==> src/rtl/bcd_counter_n.sv <==
// Registered N-digit packed-BCD counter with clear, checked load and wrap/saturate modes.
// Define BCD_COUNTER_DOWN_EN to enable down-counting on dec and the borrow pulse.
module bcd_counter_n #(
  parameter int DIGITS = 4,
  parameter bit WRAP   = 1'b1
) (
  input  logic                clk,
  input  logic                rst,
  input  logic                clr,
  input  logic                load,
  input  logic [4*DIGITS-1:0] load_val,
  input  logic                inc,
  input  logic                dec,
  output logic [4*DIGITS-1:0] count,
  output logic                carry,
  output logic                borrow,
  output logic                load_err
);

  localparam int W = 4 * DIGITS;

  logic [W-1:0]    count_q, count_d;
  logic            carry_q, carry_d;
  logic            borrow_q, borrow_d;
  logic            load_err_q, load_err_d;

  logic [W-1:0]    up_val, dn_val;
  logic [DIGITS:0] run9, run0;
  logic            all9, all0;
  logic            load_ok;
  logic            step_up, step_dn;

  always_comb begin
    load_ok = 1'b1;
    for (int i = 0; i < DIGITS; i++) begin
      if (load_val[4*i +: 4] > 4'd9) load_ok = 1'b0;
    end
  end

  // run9[i] / run0[i]: every digit below i is 9 / 0, so digit i takes the step.
  always_comb begin
    run9    = '0;
    run0    = '0;
    run9[0] = 1'b1;
    run0[0] = 1'b1;
    up_val  = count_q;
    dn_val  = count_q;
    for (int i = 0; i < DIGITS; i++) begin
      run9[i+1] = run9[i] & (count_q[4*i +: 4] == 4'd9);
      run0[i+1] = run0[i] & (count_q[4*i +: 4] == 4'd0);
      if (run9[i]) begin
        up_val[4*i +: 4] = (count_q[4*i +: 4] == 4'd9) ? 4'd0 : count_q[4*i +: 4] + 4'd1;
      end
      if (run0[i]) begin
        dn_val[4*i +: 4] = (count_q[4*i +: 4] == 4'd0) ? 4'd9 : count_q[4*i +: 4] - 4'd1;
      end
    end
  end

  assign all9 = run9[DIGITS];
  assign all0 = run0[DIGITS];

`ifdef BCD_COUNTER_DOWN_EN
  assign step_up = inc & ~dec;
  assign step_dn = dec & ~inc;
`else
  logic unused_dn;
  assign step_up   = inc;
  assign step_dn   = 1'b0;
  assign unused_dn = ^{dec, dn_val, all0};
`endif

  always_comb begin
    count_d    = count_q;
    carry_d    = 1'b0;
    borrow_d   = 1'b0;
    load_err_d = 1'b0;
    if (clr) begin
      count_d = '0;
    end else if (load) begin
      if (load_ok) count_d    = load_val;
      else         load_err_d = 1'b1;
    end else if (step_up) begin
      carry_d = all9;
      if (!all9 || WRAP) count_d = up_val;
    end else if (step_dn) begin
      borrow_d = all0;
      if (!all0 || WRAP) count_d = dn_val;
    end
  end

  always_ff @(posedge clk or posedge rst) begin
    if (rst) begin
      count_q    <= '0;
      carry_q    <= 1'b0;
      borrow_q   <= 1'b0;
      load_err_q <= 1'b0;
    end else begin
      count_q    <= count_d;
      carry_q    <= carry_d;
      borrow_q   <= borrow_d;
      load_err_q <= load_err_d;
    end
  end

  assign count    = count_q;
  assign carry    = carry_q;
  assign borrow   = borrow_q;
  assign load_err = load_err_q;

endmodule

==> config.mk <==
export PLATFORM = sky130hd
export DESIGN_NAME = bcd_counter_n
export DESIGN_NICKNAME = d
export VERILOG_FILES = /design/src/rtl/bcd_counter_n.sv
export SDC_FILE = /design/constraint.sdc
export NUM_CORES = 1
export LEC_CHECK = 0
export ABC_CLOCK_PERIOD_IN_PS = 2600
export BUFFER_PORTS_ARGS = -buffer_cell sky130_fd_sc_hd__buf_2
export CAP_MARGIN = 40
export CORE_AREA = 2 2 56 58
export CTS_CLUSTER_DIAMETER = 120
export DETAILED_ROUTE_END_ITERATION = 12
export DIE_AREA = 0 0 58 60
export PLACE_DENSITY = 0.74
export SYNTH_ARGS = -nofsm -noshare
export SYNTH_HDL_FRONTEND = slang
export SYNTH_SLANG_ARGS = --single-unit
==> constraint.sdc <==
create_clock -name clk -period 2.6 [get_ports clk]
set_clock_uncertainty 0.2 [all_clocks]
set_input_delay 0.26 -clock clk [delete_from_list [all_inputs] [get_ports clk]]
set_output_delay 0.26 -clock clk [all_outputs]
set_load 0.01 [all_outputs]
==> results by group <==
Clock tree
  – H-tree levels: 1
  – Worst skew pair latency: 0.30 ns
  – Clock slew at reported path FFs: 0.11 ns
  – CTS root buffer: clkbuf_4
  – Clk sinks: 18
  – Post-CTS setup buffer count: 0
  – Num CTS Buffers: 3
  – Max Buffers Root-to-Sink: 2
  – CTS tree: yes

Yosys
  – FF+latch count, synth: 18
  – Multiplexer share of the synthesized area: 0.08584
  – Cell Area, Synth: 1414 µm²
  – Post-synthesis xor/xnor area fraction: 0.006195
  – Leading area contributor after synthesis: dfrtp_1
  – Commonest cells in the synthesized netlist: 18 x dfrtp_1, 15 x o21ai_0, 13 x nand2_1
  – Top-count cell post-synth: dfrtp_1
  – Library cells used by synthesis: 52
  – Compound-Gate Fraction of Synth Area: 0.2451
  – Main combinational cell family by area after synthesis: simple AND/OR/NAND/NOR gates
  – Number of synthesized flops with an enable pin: 0
  – Simple-gate share of the synthesized area: 0.2735
  – Synth warnings: 0
  – Register area share after synthesis: 0.3186
  – Syn Nets: 184
  – Async S/R FF share, synth: 1.000
  – Adder-Cell Fraction of Synth Area: 0
  – Mean cell area of the mapped netlist: 8.728 µm²
  – Syn Inst Count: between 150 and 200
  – Top_reg_cell synth: dfrtp_1
  – Ranking of synthesized cells by area: dfrtp_1 32%, o21ai_0 5.3%, nor2b_1 4.0%
  – Yosys top cell area share: 0.3186

Routing
  – Vias per cell: 6.039
  – Vias: roughly 1400
  – Number of remaining DRC errors: 0
  – Routed Antenna Nets: 0
  – DR pass1 iterations: 4
  – WL final: 3530 µm
  – Initial DRC count: 55
  – WL per Instance: about 15 µm

Setup path
  – Maximum fanout along the worst path: 10
  – WP data required: between 2 and 3 ns
  – Worst EP arrival: 2.01 ns
  – CP delay by family, top: buffers and inverters
  – CP Cell Sequence: dlygate4sd3_1 > buf_2 > o21ai_1 > and4_4 > a211o_4 > mux2_4
  – Setup CP Type: in -> reg
  – Largest incremental delay on the critical path: between 0.5 and 0.6 ns
  – Slowest CP cell: dlygate4sd3_1
  – Buf/Inv on CP: 2
  – Worst setup EP type: register
  – Crit start category: primary input

Global route
  – First-pass GRT wire length: between 5000 and 6000 µm
  – Largest net degree at the start of global routing: 19
  – Grt met3 use: 0.02597
  – GR peak layer: met2
  – Total Routing Usage GR: 0.2165
  – Met2 GRT Util: 0.3880
  – Gr ovfl total: 0
  – Vias in the first global route: ~1300
  – Met1 global-route usage: 0.2651
  – Initial antenna violation count: 0

Timing
  – Final period util: 0.7765
  – Worst Tran Pin Value: slightly above 0.7 ns
  – Relative slew slack: 0.5292
  – Unrepaired setup endpoints after global routing: no
  – Fin. Hold Viols: 0
  – Fin crit period: between 2 and 2.5 ns
  – TNS Setup: 0 ns
  – F_max: slightly below 0.5 GHz
  – PnR worst setup slack: 0.5811 ns
  – Slew Viols, Final: 0
  – Final setup vio count: 0

Final layout
  – Area grow syn2layout: 16.20%
  – Layout cells sized above 1: 0.2843
  – Final Cell Area: roughly 1600 µm²
  – Final nets: 220
  – Fill cells: between 200 and 300
  – Diodes inserted: 0
  – Final Util: 0.5659
  – Register Area: ~450 µm²
  – Multi-input logic area: a little under 900 µm²

Floorplanning
  – Die width: approximately 58 µm
  – Die Y: 60 µm
  – Initial Utilization: 0.4871
  – I/O pin cnt: slightly above 40
  – Die area: ~3500 µm²
  – CORE AREA: 2903 µm²
  – Row count: 20

Run
  – Max Cap Viol: 0

Hold path
  – HP Class: in -> reg

Outcome
  – Status: complete, no violations

Pwr
  – Leakage: between 0.7 and 0.8 nW
  – Power per cell area: around 450 nW/µm²
  – VDD IR-drop max: approximately 220 µV

Place
  – Pre-CTS WS: just over 0.6 ns
  – Final HPWL DP: ~2600 µm
  – Routability cong.: ~0.9
  – Port-buffer cells: 38
  – Placed Area: between 1500 and 2000 µm²
[power by group]
part / switching [mW] / internal [mW]
Combinational: 0.112 / 0.102
Sequential: 0.0478 / 0.305
Clock: 0.0912 / 0.0855
[worst reg2reg max path: stages, from the launching register on]
cell,delay [ns]
dfrtp_1,0.50
or3b_4,0.48
nor3_4,0.22
a211o_4,0.17
mux2_4,0.30
[layer usage]
metal  up-vias  wire (µm)
met5         -          0
met4         0         45
met3         5        147
met2        33       1795
met1       679       1541
li1        672          -
[cell families (layout without fill, tap and decap cells)]
group                     count (synthesis)  in the layout
DFF                                      18             18
other                                     1              1
xor gates and xnor gates                  1              1
muxes                                    10             10
AOI/OAI and AO/OA                        51             51
buffers and inverters                    19             54
and+or+nand+nor                          62             62
[flip-flops by register name (all words and copies together) (netlist names)]
signal / flops
carry: 1
count: 16
load_err: 1
[stage by stage]
| stage | total power, mW | instances | hold WS, ns |
|---|---|---|---|
| 6_report | 0.7430 | 230 | 0.01232 |
| 5_1_grt | 0.7897 | 230 | 0.02696 |
| 4_1_cts | 0.7484 | 230 | 0.01695 |
| 3_5_place_dp | 0.5702 | 224 | 0.2186 |
| 3_3_place_gp | 0.5604 | 224 | 0.2037 |
| 2_1_floorplan | 0.5019 | 162 | -0.001430 |
[final timing paths]
kind	slack, ns	endpoint	from	cells after the start
worst max register to register	0.62	count[7]	count[1]	4
worst min-delay path	0.01	count[6]	load_val[6]	3
max in group asynchronous	1.35	carry	rst	3
worst min register to register	0.38	count[3]	count[3]	1
worst max-delay path	0.58	count[7]	load_val[2]	6
min in group asynchronous	0.39	count[2]	rst	3
[cell type report]
class,instances,share of cell area
clock buffer,4,0.02209
inverter,10,0.02285
multi-input combinational,125,0.5278
sequential,18,0.2742
tap,33,0.02513
timing repair buffer,40,0.1280
[layout by cell type, fill, tap and decap left out, types with 2 or more instances in the layout]
cell type and count:
buf_2 38, dfrtp_1 18, o21ai_0 15, nand2_1 13
nor2b_1 9, a21oi_1 8, inv_1 8, nor2_1 6
nand2b_1 6, a31oi_1 5, o21ai_1 4, and3b_1 4
nand4_1 4, o211ai_1 4, mux2_4 3, mux2_1 3
nand3_1 3, nor4_1 3, clkbuf_4 3, inv_2 2
and3_1 2, a32o_1 2, mux2_2 2, nand3b_1 2
mux2i_1 2, dlygate4sd3_1 2
[what timing repair did]
item / CTS / global route
endpoints found under the hold margin: 19 / 0
resized for setup: 0 / 0
hold buffers: 2 / 0
endpoints found under the setup margin: 0 / 0
No activity file was read; power rests on OpenSTA's default activity.
